$ cat src/rtl/tile_rom_arbiter_pkg.sv
// Shared constants and types for the tile/sprite ROM arbiter.
package tile_rom_arbiter_pkg;

  // Default ROM geometry: 16K words of 4:4:4 RGB.
  localparam int TILE_AW         = 14;
  localparam int TILE_DW         = 12;
  localparam int TILE_N_REQ      = 3;
  localparam int TILE_ROM_LAT    = 2;
  localparam int TILE_STARVE_MAX = 15;

  // Requester port assignment; port 0 is the fixed-priority renderer.
  localparam int REQ_VGA    = 0;
  localparam int REQ_WORLD  = 1;
  localparam int REQ_SPRITE = 2;

  // Which selection rule produced this cycle's grant.
  typedef enum logic [1:0] {
    GNT_NONE   = 2'd0,
    GNT_STARVE = 2'd1,
    GNT_PRIO   = 2'd2,
    GNT_RR     = 2'd3
  } gnt_src_e;

endpackage

$ cat src/rtl/tile_rom_arbiter_if.sv
// Requester/ROM bundle. The master side is the surrounding system (requesters
// plus the ROM macro, which supplies rom_data); the slave side is the arbiter.
interface tile_rom_arbiter_if
  import tile_rom_arbiter_pkg::*;
#(
  parameter int N_REQ = TILE_N_REQ,
  parameter int AW    = TILE_AW,
  parameter int DW    = TILE_DW
);
  logic [N_REQ-1:0]    req;
  logic [N_REQ*AW-1:0] addr;
  logic [N_REQ-1:0]    gnt;
  logic                rom_en;
  logic [AW-1:0]       rom_addr;
  logic [DW-1:0]       rom_data;
  logic [DW-1:0]       rd_data;
  logic [N_REQ-1:0]    rd_valid;

  modport master (
    output req, addr, rom_data,
    input  gnt, rom_en, rom_addr, rd_data, rd_valid
  );

  modport slave (
    input  req, addr, rom_data,
    output gnt, rom_en, rom_addr, rd_data, rd_valid
  );
endinterface

$ cat src/rtl/tile_rom_arbiter_rr_pick.sv
// Combinational round-robin picker: first set bit of req at or after ptr,
// wrapping modulo N. Produces a one-hot pick and a valid flag.
module tile_rom_arbiter_rr_pick #(
  parameter int N  = 2,
  parameter int PW = (N > 1) ? $clog2(N) : 1
) (
  input  logic [N-1:0]  req,
  input  logic [PW-1:0] ptr,
  output logic [N-1:0]  pick,
  output logic          vld
);

  // Scan N positions starting at ptr; the first requester found wins.
  always_comb begin
    int j;
    pick = '0;
    vld  = 1'b0;
    j    = 0;
    for (int off = 0; off < N; off++) begin
      j = int'(ptr) + off;
      if (j >= N) j = j - N;
      if (!vld && req[j]) begin
        pick[j] = 1'b1;
        vld     = 1'b1;
      end
    end
  end

endmodule

$ cat src/rtl/tile_rom_arbiter.sv
// Single-port tile ROM arbiter: port 0 has fixed priority, ports 1.. are
// round-robin, and per-port wait counters force a grant once a low-priority
// requester has waited STARVE_MAX cycles. A one-hot tag pipeline routes the
// read data back ROM_LAT cycles after the registered ROM access.
module tile_rom_arbiter
  import tile_rom_arbiter_pkg::*;
#(
  parameter int N_REQ      = TILE_N_REQ,
  parameter int AW         = TILE_AW,
  parameter int DW         = TILE_DW,
  parameter int ROM_LAT    = TILE_ROM_LAT,
  parameter int STARVE_MAX = TILE_STARVE_MAX
) (
  input  logic               clk,
  input  logic               rst,
  tile_rom_arbiter_if.slave  bus,
  output logic               starve_evt
);

  localparam int CW  = $clog2(STARVE_MAX + 1);
  localparam int PW  = $clog2(N_REQ);
  localparam int NLO = N_REQ - 1;
  localparam int PPW = (NLO > 1) ? $clog2(NLO) : 1;

  logic [N_REQ-1:1][CW-1:0]     wait_cnt;
  logic [PW-1:0]                rr_ptr, rr_nxt;
  logic [ROM_LAT:0][N_REQ-1:0]  tag_pipe;
  logic                         rom_en_q, starve_q;
  logic [AW-1:0]                rom_addr_q, sel_addr;
  logic [N_REQ-1:0]             gnt, starve_oh;
  logic [NLO-1:0]               rr_oh;
  logic                         rr_vld;
  logic [PPW-1:0]               ptr_lo;
  gnt_src_e                     src;

  // rr_ptr counts 1..N_REQ-1; the picker indexes the low-priority slice from 0.
  assign ptr_lo = PPW'(rr_ptr - PW'(1));

  tile_rom_arbiter_rr_pick #(.N(NLO), .PW(PPW)) u_rr_pick (
    .req  (bus.req[N_REQ-1:1]),
    .ptr  (ptr_lo),
    .pick (rr_oh),
    .vld  (rr_vld)
  );

  // Grant selection: starvation override, then port 0, then round-robin.
  always_comb begin
    gnt       = '0;
    starve_oh = '0;
    src       = GNT_NONE;
    // Descending scan so the lowest starving index is the one left standing.
    for (int i = N_REQ - 1; i >= 1; i--) begin
      if (bus.req[i] && wait_cnt[i] == CW'(STARVE_MAX)) begin
        starve_oh    = '0;
        starve_oh[i] = 1'b1;
      end
    end
    if (!rst) begin
      if (|starve_oh) begin
        gnt = starve_oh;
        src = GNT_STARVE;
      end else if (bus.req[0]) begin
        gnt[0] = 1'b1;
        src    = GNT_PRIO;
      end else if (rr_vld) begin
        gnt = {rr_oh, 1'b0};
        src = GNT_RR;
      end
    end
  end

  // Address of the winning requester.
  always_comb begin
    sel_addr = '0;
    for (int k = 0; k < N_REQ; k++)
      if (gnt[k]) sel_addr = bus.addr[k*AW +: AW];
  end

  // Next round-robin pointer: one past a low-priority winner, wrapping to 1.
  always_comb begin
    rr_nxt = rr_ptr;
    for (int k = 1; k < N_REQ; k++)
      if (gnt[k]) rr_nxt = (k == N_REQ - 1) ? PW'(1) : PW'(k + 1);
  end

  // ROM access registers, starvation pulse and round-robin pointer.
  always_ff @(posedge clk) begin
    if (rst) begin
      rom_en_q   <= 1'b0;
      rom_addr_q <= '0;
      starve_q   <= 1'b0;
      rr_ptr     <= PW'(1);
    end else begin
      rom_en_q <= |gnt;
      if (|gnt) rom_addr_q <= sel_addr;
      starve_q <= (src == GNT_STARVE);
      rr_ptr   <= rr_nxt;
    end
  end

  // Tag pipeline: the one-hot grant travels alongside the ROM read.
  always_ff @(posedge clk) begin
    if (rst) tag_pipe <= '0;
    else     tag_pipe <= {tag_pipe[ROM_LAT-1:0], gnt};
  end

  // Wait counters: count ungranted request cycles, saturating; clear otherwise.
  always_ff @(posedge clk) begin
    if (rst) begin
      wait_cnt <= '0;
    end else begin
      for (int i = 1; i < N_REQ; i++) begin
        if (!bus.req[i] || gnt[i])
          wait_cnt[i] <= '0;
        else if (wait_cnt[i] != CW'(STARVE_MAX))
          wait_cnt[i] <= wait_cnt[i] + 1'b1;
      end
    end
  end

  // Outputs are held quiet for the whole reset cycle, including any access
  // that was registered just before reset rose; its return is dropped.
  assign bus.gnt      = gnt;
  assign bus.rom_en   = rom_en_q & ~rst;
  assign bus.rom_addr = rst ? '0 : rom_addr_q;
  assign bus.rd_valid = rst ? '0 : tag_pipe[ROM_LAT];
  assign bus.rd_data  = bus.rom_data;
  assign starve_evt   = starve_q & ~rst;

endmodule

$ cat src/flat_wrapper.sv
// flat-port wrapper written by rule: the top's interface ports become plain ports
module tile_rom_arbiter_flat import tile_rom_arbiter_pkg::*;
#(
  parameter int N_REQ      = TILE_N_REQ,
  parameter int AW         = TILE_AW,
  parameter int DW         = TILE_DW,
  parameter int ROM_LAT    = TILE_ROM_LAT,
  parameter int STARVE_MAX = TILE_STARVE_MAX
)
  (clk, rst, starve_evt, bus_req, bus_addr, bus_rom_data, bus_gnt, bus_rom_en, bus_rom_addr, bus_rd_data, bus_rd_valid);
  tile_rom_arbiter_if #(.N_REQ(N_REQ), .AW(AW), .DW(DW)) bus_i ();
  input  logic clk;
  input  logic rst;
  output logic starve_evt;
  input wire logic [$bits(bus_i.req)-1:0] bus_req;
  input wire logic [$bits(bus_i.addr)-1:0] bus_addr;
  input wire logic [$bits(bus_i.rom_data)-1:0] bus_rom_data;
  output wire logic [$bits(bus_i.gnt)-1:0] bus_gnt;
  output wire logic [$bits(bus_i.rom_en)-1:0] bus_rom_en;
  output wire logic [$bits(bus_i.rom_addr)-1:0] bus_rom_addr;
  output wire logic [$bits(bus_i.rd_data)-1:0] bus_rd_data;
  output wire logic [$bits(bus_i.rd_valid)-1:0] bus_rd_valid;
  assign bus_i.req = bus_req;
  assign bus_i.addr = bus_addr;
  assign bus_i.rom_data = bus_rom_data;
  assign bus_gnt = bus_i.gnt;
  assign bus_rom_en = bus_i.rom_en;
  assign bus_rom_addr = bus_i.rom_addr;
  assign bus_rd_data = bus_i.rd_data;
  assign bus_rd_valid = bus_i.rd_valid;
  tile_rom_arbiter #(.N_REQ(N_REQ), .AW(AW), .DW(DW), .ROM_LAT(ROM_LAT), .STARVE_MAX(STARVE_MAX)) u_core (.clk(clk), .rst(rst), .bus(bus_i), .starve_evt(starve_evt));
endmodule
$ cat config.mk
export PLATFORM = sky130hd
export DESIGN_NAME = tile_rom_arbiter_flat
export DESIGN_NICKNAME = d
export VERILOG_FILES = /design/src/rtl/tile_rom_arbiter_pkg.sv /design/src/rtl/tile_rom_arbiter_if.sv /design/src/rtl/tile_rom_arbiter_rr_pick.sv /design/src/rtl/tile_rom_arbiter.sv /design/src/flat_wrapper.sv
export SDC_FILE = /design/constraint.sdc
export NUM_CORES = 1
export LEC_CHECK = 0
export ABC_AREA = 1
export CORE_ASPECT_RATIO = 0.8
export CORE_MARGIN = 4
export CORE_UTILIZATION = 38
export CTS_BUF_LIST = sky130_fd_sc_hd__clkbuf_8
export CTS_CLUSTER_DIAMETER = 120
export CTS_CLUSTER_SIZE = 40
export DETAILED_ROUTE_END_ITERATION = 16
export PLACE_DENSITY = 0.79
export SKIP_LAST_GASP = 1
export SYNTH_ARGS = -nofsm -noshare
export SYNTH_HDL_FRONTEND = slang
export SYNTH_SLANG_ARGS = --single-unit
$ cat constraint.sdc
create_clock -name clk -period 1.4 [get_ports clk]
set_input_delay 0.14 -clock clk [delete_from_list [all_inputs] [get_ports clk]]
set_output_delay 0.14 -clock clk [all_outputs]
set_load 0.01 [all_outputs]
# After elaboration in Yosys (flattened, before gate mapping)
# Cells that the tools add are included.
[word_totals]
reg_bits = 34
out_inout_bits = 34
elab_cells = 77
in_bits = 59
[classes]
muxes = 32
n_eq_ne = 5
n_reduce_logical = 15
magnitude_cmp = 6
addsub = 6
bitwise = 4
[op_table]
columns = ["operator", "n"]
rows = [
  ["$ge 32x1->1 const B", 2],
  ["$lt 32x3->1 const B", 2],
  ["$mux 32", 2],
  ["$mux 14", 4],
  ["$mux 3", 6],
  ["$mux 2", 7],
  ["$mux 1", 11],
  ["$add 4x1->4 const B", 2],
  ["$eq 4x4->1 const B", 2],
  ["$ne 4x4->1 const B", 2],
  ["$reduce_or 2->1", 3],
  ["$reduce_or 3->1", 2],
  ["$logic_and 1x1->1", 5],
  ["$logic_not 1->1", 3],
  ["$sub 1x2->3 const B", 1],
  ["$sub 2x2->3 const B", 1],
  ["$add 1x1->2 const B", 1],
  ["$and 1x1->1", 2],
  ["$demux 1 s1", 2],
  ["$eq 2x1->1 const B", 1],
  ["$ge 1x2->1 const B", 1],
  ["$ge 2x2->1 const B", 1],
  ["$logic_or 1x1->1", 2],
  ["$or 2x2->2", 1],
  ["other kinds (2)", 2],
]

# Depth between registers and ports, before layout
# Gate-level depths: netlist (run 1).
[logic_depth]
word_depth = 17
mapped_depth = 10
depth_no_buf = 9

# Modules after synthesis
# From an unflattened synthesis (run 1), not the netlist that was laid out.
[hier_totals]
cells_unflattened = 272
hier_area_um2 = 1914.3
[by_module_without_submodules]
columns = ["module", "n_inst", "area_each_um2", "cells_per_inst"]
rows = [
  ["tile_rom_arbiter", 1, 1889.3, 266],
  ["tile_rom_arbiter_rr_pick", 1, 25.0, 6],
]

# Worst setup path after synthesis (run 1)
# Ideal clock, no wire load.
[synth_timing]
path_kind = "register to output"
startpoint = "register u_core.wait_cnt[0] (netlist name)"
endpoint = "output port bus_gnt[1]"
n_path_buf = 1
t_required_ns = 1.260
path_slack_ns = -0.033
path_stages_with_launch = 9
t_arrival_ns = 1.293
cell_sequence = "dfxtp_1 ha_1 nand3_4 nor2_8 inv_4 nand2_4 nand2_4 buf_6 inv_1"
[synth_via]
elab_chain_cells = 6
[synth_lines]
columns = ["item", "line_no", "text"]
rows = [
  ["from (decl)", "tile_rom_arbiter.sv:25", "logic [N_REQ-1:1][CW-1:0] wait_cnt;"],
  ["from (signal, indexed assignment)", "tile_rom_arbiter.sv:116", "wait_cnt[i] <= wait_cnt[i] + 1'b1;"],
  ["$eq 4x4->1 *", "tile_rom_arbiter.sv:53", "if (bus.req[i] && wait_cnt[i] == CW'(STARVE_MAX)) begin"],
  ["$logic_and 1x1->1 *", "tile_rom_arbiter.sv:53", ""],
  ["$mux 3 *", "tile_rom_arbiter.sv:53", ""],
  ["$reduce_or 3->1", "tile_rom_arbiter.sv:59", "if (|starve_oh) begin"],
  ["$mux 3 *", "tile_rom_arbiter.sv:59", ""],
  ["$mux 3 *", "tile_rom_arbiter.sv:58", "if (!rst) begin"],
  ["to (decl)", "flat_wrapper.sv:18", "output wire logic [$bits(bus_i.gnt)-1:0] bus_gnt;"],
]
# Every way passes the cells marked *; elsewhere a longest branch is shown, timed or not.

# Worst setup path after layout (run 1)
[layout_timing]
startpoint = "register u_core.wait_cnt[5] (netlist name)"
endpoint = "output port bus_gnt[1]"
[layout_via]
elab_chain_cells = 7
[layout_lines]
columns = ["item", "line_no"]
rows = [
  ["$eq 4x4->1", "tile_rom_arbiter.sv:53"],
  ["$logic_and 1x1->1", "tile_rom_arbiter.sv:53"],
  ["$mux 3 (2 in series)", "tile_rom_arbiter.sv:53"],
  ["$reduce_or 3->1", "tile_rom_arbiter.sv:59"],
  ["$mux 3", "tile_rom_arbiter.sv:59"],
  ["$mux 3", "tile_rom_arbiter.sv:58"],
]
# No other way between the ends.

==> results_dict.tcl, run 1 <==
set metrics [dict create \
    outcome "finished with violations" \
    violations "negative setup slack" \
    grt_setup_unrepaired "true" \
    cts_hold_buffers 0 \
    fp.dieArea_um2 6330 \
    syn-cell-area_um2 1940 \
    crit_top_cell "nand2_4" \
    grt_max_degree 31 \
    core_um2 4760 \
    viasPerCell 4.65 \
    slew_headroom_pct 85.6 \
    timing.rr.start "u_core.wait_cnt[5]$_SDFFE_PP0P_" \
    startpoint "u_core.wait_cnt[5]$_SDFFE_PP0P_" \
    placedCellCount 420 \
    die_w_um 87.9 \
    place_ws_ns -0.414 \
    synth.largest_area_cell "dfxtp_1" \
    insertion_delay_ns 0.30 \
    setup.worst_path.end_class "output port" \
    drive_gt1_share_pct 18.3 \
    antenna_found_initial 0 \
    max_freq_ghz 0.651 \
    grt-ovfl-total 0 \
    die_h_um 71.9 \
    fin_cells 432 \
    min_from "bus_rom_data[10]" \
    cts_max_path_buffers 2 \
    gr-usage-met1_pct 19.2 \
    hold_class "input pin to output port" \
    cts_made_buffers 5 \
    crit_path_max_fanout 3 \
    p_per_area_nw_per_um2 843 \
    post-synth-top-area-fraction_pct 35.1 \
    cts_root_buf "clkbuf_8" \
    grtUsageMet3_pct 5.33 \
    place_congestion 0.817 \
    critPathBufInv 2 \
    syn-num-nets 346 \
    cpPeakStageDelay_ns 0.35 \
    routed_wl_mm 5.40 \
    tightest_slew_ns 0.215 \
    cap_violations 0 \
    finClkSkew_ns 0.00676 \
    place.port_buffers 68 \
    grt_pass1_vias 1942 \
    initial_core_util_pct 40.8 \
    grt_use_total_pct 17.5 \
    required_ns 1.26 \
    ys_seq_area_share_pct 35.1 \
    worst_hold_path.num_cells 0 \
    ys_seq_elements 34 \
    cts_tree "done" \
    cp_cell_sequence "ha_4 -> nand4_1 -> nand2_1 -> nand2_4 -> nand2_4 -> inv_2 -> buf_6" \
    grt_pass1_wl_mm 8.61 \
    drtAntennaViolNets 0 \
    worstSetupPathType "flip-flop to output port" \
    num_rows 22 \
    setup_viol 23 \
    drc 0 \
    gr-usage-met2_pct 31.3 \
    wl_per_cell_um 12.5 \
    cp_top_family "simple AND/OR/NAND/NOR gates" \
    vias 2010 \
    dp_hpwl_mm 3.87 \
    fin_crit_ns 1.54 \
    p_leak_nw 1.53 \
    syn_inst 285 \
    reg2reg_depth 9 \
    totalPowerFinal_w 0.00248 \
    finalCritPeriodShare_pct 110 \
    nNetsFinal 432 \
    crit_slowest_cell "dfxtp_2" \
    top_usage_layer "met2" \
    diodes 0 \
    fillCellCount 439 \
    synth.yosys.warnings 0 \
    io_pins 93 \
    dr.pass1.iters 7 \
    area_growth_pct 51.7 \
    critPathLaunchType "flip-flop" \
    vdd_drop_max_mv 0.624 \
    synth.area.top_cells "dfxtp_1 35%, nor2_1 12%, inv_1 9.9%" \
    path_clk_slew_ns 0.08 \
    setup_ws_ns -0.137 \
    htree_levels 2 \
    synth.avg_cell_area_um2 6.81 \
    hold_viol 0 \
    cp_num_cells 7 \
    cts.sinks 34 \
    slew_violations 0 \
    initialDrtViolationCount 69 \
    synth_cell_types 22 \
    arrival_ns 1.40 \
]
==> worst register-to-register path, cell delays in order, from the launching register on <==
cell and delay [ns]:
dfxtp_2 0.35, ha_4 0.17, nand4_1 0.13, nand2_1 0.15, nand2_4 0.07, buf_4 0.19, nand3_1 0.08, nand2_1 0.08
nor2_1 0.09, nand2_1 0.05
==> cells in the final DEF, fill, tap and decap left out, drive strengths merged <==
master / instances
clkbuf: 6
xor2: 1
dfxtp: 34
nand3: 37
inv: 52
dlygate4sd2: 19
o21ai: 1
clkinvlp: 2
clkdlybuf4s15: 1
a21oi: 5
ha: 2
clkinv: 1
nand4: 16
buf: 37
nor2: 68
bufinv: 1
clkdlybuf4s50: 45
nand2: 41
xnor2: 3
==> cells in the mapped netlist (all sizes together) <==
| cell type | count |
|---|---|
| o21ai | 1 |
| clkinv | 1 |
| ha | 2 |
| nor2 | 68 |
| xnor2 | 3 |
| a21oi | 5 |
| nand2 | 41 |
| nand3 | 37 |
| buf | 24 |
| xor2 | 1 |
| dfxtp | 34 |
| inv | 52 |
| nand4 | 16 |
==> sequential cells by signal, indices dropped and copies added (netlist names) <==
register and count:
u_core.rom_addr_q 14, u_core.tag_pipe 9, u_core.wait_cnt 8, u_core.rom_en_q 1, u_core.rr_ptr 1, u_core.starve_q 1
==> through the flow <==
| stage | util, % | setup TNS, ns | area [µm²] | hold slack [ns] |
|---|---|---|---|---|
| floorplan | - | 0 | 1950 | 0.322 |
| global placement | 57.9 | -11.98 | 2760 | 0.280 |
| detailed placement | 57.9 | -13.02 | 2760 | 0.280 |
| CTS | 61.4 | -2.17 | 2920 | 0.280 |
| global route | 61.8 | -2.89 | 2950 | 0.280 |
| finish | 61.8 | -0.963 | 2950 | 0.280 |
==> where the power goes <==
part	switching, W	internal, W
registers	0.0000198	0.00103
clock network	0.000396	0.000529
logic	0.000232	0.000274
==> path summary, 6_finish.rpt <==
check / endpoint / slack, ns
max: bus_gnt[1] / -0.14
min: bus_rd_data[10] / 0.28
max reg2reg: u_core.rom_addr_q[3]$_SDFFE_PP0P_ / -0.07
min reg2reg: u_core.tag_pipe[6]$_SDFF_PP0_ / 0.41
==> final cells by class <==
cell class | count | area (µm²) | share of cell area (%)
Multi-Input combinational cell | 174 | 920 | 31.2
Tap cell | 60 | 75.1 | 2.55
Clock inverter | 3 | 45.0 | 1.53
Clock buffer | 5 | 68.8 | 2.34
Sequential cell | 34 | 686 | 23.3
Inverter | 53 | 201 | 6.84
Timing Repair Buffer | 103 | 950 | 32.2
==> cells by family (layout without fill, tap and decap cells) <==
logic type                 after synthesis  count (layout)  synth area share [%]
and+or+nand+nor                        162             162                  39.9
buffers and inverters                   77             164                  20.2
DFF                                     34              34                  35.1
AOI/OAI and AO/OA                        6               6                  1.74
xor gates and xnor gates                 4               4                  1.80
adders and majority gates                2               2                  1.29
==> repair_timing <==
item,in CTS,in global routing
pin swaps,7,3
setup buffers,2,2
resized for setup,45,5
setup endpoints to repair,45,24
==> metal layers <==
metal	vias to the layer above	routed length [µm]
met5	-	0
met4	0	86
met3	10	312
met2	50	2600
met1	915	2400
li1	1035	-
No activity file was read; power rests on OpenSTA's default activity.
==> run 2: changes to the inputs <==
--- a/config.mk
+++ b/config.mk
@@ -6,7 +6,7 @@
 export NUM_CORES = 1
 export LEC_CHECK = 0
 export ABC_AREA = 1
-export CORE_ASPECT_RATIO = 0.8
+export CORE_ASPECT_RATIO = 1.2
 export CORE_MARGIN = 4
 export CORE_UTILIZATION = 38
 export CTS_BUF_LIST = sky130_fd_sc_hd__clkbuf_8
@@ -14,6 +14,7 @@
 export CTS_CLUSTER_SIZE = 40
 export DETAILED_ROUTE_END_ITERATION = 16
 export PLACE_DENSITY = 0.79
+export SETUP_SLACK_MARGIN = 0.3
 export SKIP_LAST_GASP = 1
 export SYNTH_ARGS = -nofsm -noshare
 export SYNTH_HDL_FRONTEND = slang
==> results_dict.tcl, run 2 (synthesized netlist as in run 1, its figures left out) <==
set metrics [dict create \
    fin_area_um2 3090 \
    num_rows 28 \
    insertion_delay_ns 0.29 \
    fillCellCount 430 \
    critPathLaunchType "flip-flop" \
    routed_wl_mm 5.41 \
    p_per_area_nw_per_um2 804 \
    placed_area_um2 2850 \
    worstSetupPathType "flip-flop to output port" \
    nNetsFinal 438 \
    die_w_um 73.3 \
    largest_reg_flops 14 \
    multi_input_area_um2 997 \
    p_sw_share_pct 25.5 \
    final_core_util_pct 62.6 \
    fin_crit_ns 1.56 \
    placedCellCount 422 \
    finClkSkew_ns 0.00458 \
    vdd_drop_max_mv 0.411 \
    outcome "finished with violations" \
    core_um2 4940 \
    grt_max_degree 31 \
    crit_path_max_fanout 3 \
    tightest_slew_ns 0.226 \
    grt_pass1_wl_mm 8.60 \
    finalCritPeriodShare_pct 112 \
    fin_cells 438 \
    grt_pass1_vias 2032 \
    dr.pass1.iters 4 \
    grt_use_total_pct 17.5 \
    power_frac_seq_pct 42.4 \
    mostFrequentLayoutCells "50 x nor2_1, 46 x inv_1, 45 x clkdlybuf4s50_1" \
    io_pins 93 \
    initialDrtViolationCount 50 \
    grt-ovfl-total 0 \
    cts_tree "done" \
    vias 2073 \
    required_ns 1.26 \
    violations "negative setup slack" \
    setup.worst_path.end_class "output port" \
    p_leak_nw 1.55 \
    reg2reg_depth 9 \
    max_freq_ghz 0.640 \
    hold_viol 0 \
    drc 0 \
    dp_hpwl_mm 3.73 \
    slew_violations 0 \
    final.setup.tns_ns -0.952 \
    viasPerCell 4.73 \
    arrival_ns 1.42 \
    place_congestion 0.761 \
    final_common_cell "nor2_1" \
    crit_end "bus_gnt[2]" \
    antenna_found_initial 0 \
    wl_per_cell_um 12.4 \
    path_clk_slew_ns 0.06 \
    place_ws_ns -0.396 \
    net-switching-power_w 0.000634 \
    drive_gt1_share_pct 30.2 \
    area_growth_pct 59.3 \
    timing.rr.start "u_core.wait_cnt[5]$_SDFFE_PP0P_" \
    combinationalPowerShare_pct 23.7 \
    startpoint "u_core.wait_cnt[5]$_SDFFE_PP0P_" \
    grt_setup_unrepaired "true" \
    die_h_um 86.3 \
    cts_max_path_buffers 2 \
    clockPowerShare_pct 33.9 \
    cts.sinks 34 \
    cap_violations 0 \
    cts_made_buffers 5 \
    regMostFlops "u_core.rom_addr_q" \
    setup_viol 19 \
    htree_levels 2 \
    diodes 0 \
    reg2reg_to "u_core.rom_addr_q[2]$_SDFFE_PP0P_" \
    slew_headroom_pct 84.9 \
    initial_core_util_pct 39.3 \
    drtAntennaViolNets 0 \
    cts_hold_buffers 0 \
    cts_root_buf "clkbuf_8" \
    largestRegisters "u_core.rom_addr_q: 14 flops, u_core.tag_pipe: 9 flops, u_core.wait_cnt: 8 flops" \
    seq_area_um2 686 \
    hold_class "input pin to output port" \
    intPower_w 0.00185 \
    rrSetupSlack_ns -0.06 \
    fp.dieArea_um2 6320 \
    setup_ws_ns -0.162 \
    place.port_buffers 68 \
]
run 2: metal layers:
layer / GRT usage (%) / routed length (µm)
met3: 4.41 / 279
met5: 0 / 0
met1: 16.7 / 1990
met4: 7.72 / 169
met2: 34.0 / 2980
run 2: cell type report:
type | instances | share of cell area (%)
clock buffer | 8 | 3.56
inverter | 53 | 6.67
multi-input combinational | 174 | 32.2
sequential | 34 | 22.2
tap | 60 | 2.43
timing repair buffer | 109 | 33.0
run 2: repair_timing:
item / 4_1_cts / 5_1_grt
hold endpoints to repair: 0 / 0
setup endpoints to repair: 50 / 46
buffers inserted: 5 / 3
resized for setup: 122 / 17
pin swaps: 11 / 8
run 2: power groups by stage:
stage / registers (W) / clock network (W) / logic (W)
finish: 0.00106 / 0.000843 / 0.000589
global route: 0.00106 / 0.000896 / 0.000644
CTS: 0.00105 / 0.000860 / 0.000564
detailed placement: 0.00108 / 0 / 0.000533
global placement: 0.00107 / 0 / 0.000524
floorplan: 0.00107 / 0 / 0.000270
run 2: metrics by stage:
stage | hold slack [ns] | total power [W]
2_1_floorplan | 0.309 | 0.00134
3_3_place_gp | 0.280 | 0.00160
3_5_place_dp | 0.280 | 0.00161
4_1_cts | 0.280 | 0.00248
5_1_grt | 0.280 | 0.00260
6_report | 0.280 | 0.00249
run 2: worst min-delay path by stage:
stage                          start                         endpoint  slack [ns]  depth (start not counted)
floorplan                 bus_req[2]  u_core.wait_cnt[4]$_SDFFE_PP0P_        0.31                          2
global placement     bus_rom_data[4]                   bus_rd_data[4]        0.28                          0
detailed placement   bus_rom_data[4]                   bus_rd_data[4]        0.28                          0
CTS                  bus_rom_data[4]                   bus_rd_data[4]        0.28                          0
global route         bus_rom_data[1]                   bus_rd_data[1]        0.28                          0
finish              bus_rom_data[11]                  bus_rd_data[11]        0.28                          0
run 2: worst max-delay path: stages (launching register included):
cell,delay [ns]
dfxtp_2,0.35
ha_4,0.16
nand4_1,0.17
nand2_2,0.17
nand3_4,0.12
inv_4,0.08
buf_6,0.10
==> run 3: changes to the inputs <==
--- a/config.mk
+++ b/config.mk
@@ -8,13 +8,13 @@
 export ABC_AREA = 1
 export CORE_ASPECT_RATIO = 1.2
 export CORE_MARGIN = 4
-export CORE_UTILIZATION = 38
+export CORE_UTILIZATION = 25
 export CTS_BUF_LIST = sky130_fd_sc_hd__clkbuf_8
 export CTS_CLUSTER_DIAMETER = 120
 export CTS_CLUSTER_SIZE = 40
 export DETAILED_ROUTE_END_ITERATION = 16
-export PLACE_DENSITY = 0.79
 export SETUP_SLACK_MARGIN = 0.3
+export SKIP_CTS_REPAIR_TIMING = 1
 export SKIP_LAST_GASP = 1
 export SYNTH_ARGS = -nofsm -noshare
 export SYNTH_HDL_FRONTEND = slang
==> results_dict.tcl, run 3 (synthesized netlist as in run 1, its figures left out) <==
set metrics [dict create \
    p_per_area_nw_per_um2 873 \
    outcome "finished with violations" \
    place.port_buffers 68 \
    timing.rr.start "u_core.wait_cnt[0]$_SDFFE_PP0P_" \
    initialDrtViolationCount 70 \
    dr.pass1.iters 4 \
    critPathBufInv 3 \
    core_um2 7400 \
    num_rows 34 \
    p_leak_nw 1.59 \
    finalCritPeriodShare_pct 108 \
    grt_max_degree 25 \
    hold_class "input pin to output port" \
    setup_ws_ns -0.105 \
    worst_hold_path.num_cells 0 \
    critPathLaunchType "flip-flop" \
    mostFrequentLayoutCells "53 x nor2_1, 46 x inv_1, 45 x clkdlybuf4s50_1" \
    grt-ovfl-total 0 \
    worstSetupPathType "flip-flop to output port" \
    cts_tree "done" \
    io_pins 93 \
    arrival_ns 1.37 \
    grt_setup_unrepaired "true" \
    vias 1968 \
    hold_viol 0 \
    required_ns 1.26 \
    whs_endpoint "bus_rd_data[1]" \
    cap_violations 0 \
    vdd_drop_max_mv 0.587 \
    nNetsFinal 434 \
    startpoint "u_core.wait_cnt[0]$_SDFFE_PP0P_" \
    largestRegisters "u_core.rom_addr_q: 14 flops, u_core.tag_pipe: 9 flops, u_core.wait_cnt: 8 flops" \
    totalPowerFinal_w 0.00271 \
    violations "negative setup slack" \
    slew_headroom_pct 85.4 \
    grt_use_total_pct 11.2 \
    diodes 0 \
    drtAntennaViolNets 0 \
    antenna_found_initial 0 \
    cts.sinks 34 \
    routed_wl_mm 5.21 \
    slew_violations 0 \
    fin_crit_ns 1.51 \
    dp_hpwl_mm 3.93 \
    reg2reg_depth 10 \
    largest_reg_flops 14 \
    finClkSkew_ns 0.00795 \
    crit_top_cell "nand2_4" \
    fillCellCount 786 \
    area_growth_pct 59.7 \
    insertion_delay_ns 0.29 \
    cpPeakStageDelay_ns 0.36 \
    place_congestion 0.761 \
    tightest_slew_ns 0.218 \
    drive_gt1_share_pct 27.8 \
    worst_hold_slack_ns 0.280 \
    fp.dieArea_um2 9250 \
    min_from "bus_rom_data[1]" \
    grt_pass1_vias 1833 \
    initial_core_util_pct 26.2 \
    cts_max_path_buffers 2 \
    rrSetupSlack_ns -0.08 \
    cts_made_buffers 5 \
    path_clk_slew_ns 0.08 \
    cp_top_family "flip-flops" \
    cp_cell_sequence "ha_4 -> nand3_4 -> nor2_8 -> inv_4 -> nand2_4 -> nand2_4 -> inv_2 -> buf_6" \
    wl_per_cell_um 11.2 \
    viasPerCell 4.24 \
    setup_viol 21 \
    cts_root_buf "clkbuf_8" \
    setup.worst_path.end_class "output port" \
    grt_pass1_wl_mm 8.34 \
    die_w_um 88.5 \
    htree_levels 2 \
    reg2reg_to "u_core.rom_addr_q[9]$_SDFFE_PP0P_" \
    max_freq_ghz 0.664 \
    crit_slowest_cell "dfxtp_2" \
    crit_path_max_fanout 3 \
    die_h_um 105 \
    final_common_cell "nor2_1" \
    drc 0 \
    regMostFlops "u_core.rom_addr_q" \
]
-- run 3: through the flow --
step	cells	setup WS [ns]	utilization [%]	cell area (µm²)	setup TNS, ns
6_report	464	-0.105	41.9	3100	-1.28
5_1_grt	464	-0.181	41.9	3100	-3.46
4_1_cts	461	-0.562	41.0	3040	-10.63
3_5_place_dp	453	-0.413	39.1	2890	-14.68
3_3_place_gp	453	-0.399	39.1	2890	-13.63
2_1_floorplan	285	0.0544	-	2000	0
-- run 3: cell type report --
| cell class | count | area (µm²) | share of cell area [%] |
|---|---|---|---|
| inverters | 53 | 206 | 6.66 |
| well taps | 90 | 113 | 3.63 |
| repair buffers | 105 | 983 | 31.7 |
| clock buffers | 6 | 82.6 | 2.66 |
| flip-flops and latches | 34 | 686 | 22.1 |
| clock inverters | 2 | 60.1 | 1.94 |
| multi-input cells | 174 | 970 | 31.3 |
-- run 3: report_power, final --
part	leakage, nW	total, W	internal, W	switching (W)
Sequential	0.282	0.00105	0.00103	0.0000198
Clock	0.0714	0.00112	0.000760	0.000363
Combinational	1.23	0.000531	0.000289	0.000242
-- run 3: worst max path at each step --
| stage | end | slack [ns] | cells past startpoint |
|---|---|---|---|
| 6_report | bus_gnt[1] | -0.11 | 8 |
| 3_3_place_gp | bus_rom_addr[13] | -0.40 | 5 |
| 5_1_grt | u_core.rom_addr_q[8]$_SDFFE_PP0P_ | -0.18 | 10 |
| 3_5_place_dp | bus_gnt[1] | -0.41 | 8 |
| 2_1_floorplan | u_core.rom_addr_q[11]$_SDFFE_PP0P_ | 0.05 | 9 |
| 4_1_cts | bus_gnt[1] | -0.56 | 8 |
-- run 3: worst register-to-register path, delay by kind of cell (launching register included) --
family        cells  cell delay [ns]
simple gates      6             0.52
flops             1             0.36
buf+inv           3             0.35
fa+ha+maj         1             0.15
-- run 3: metal layers --
layer | up-vias | share of wire [%] | track usage, %
met1 | 873 | 40 | 12.5
met2 | 51 | 52 | 20.2
li1 | 1037 | - | -
met3 | 7 | 6.9 | 3.86
met4 | 0 | 1.4 | 2.59
met5 | - | 0 | 0
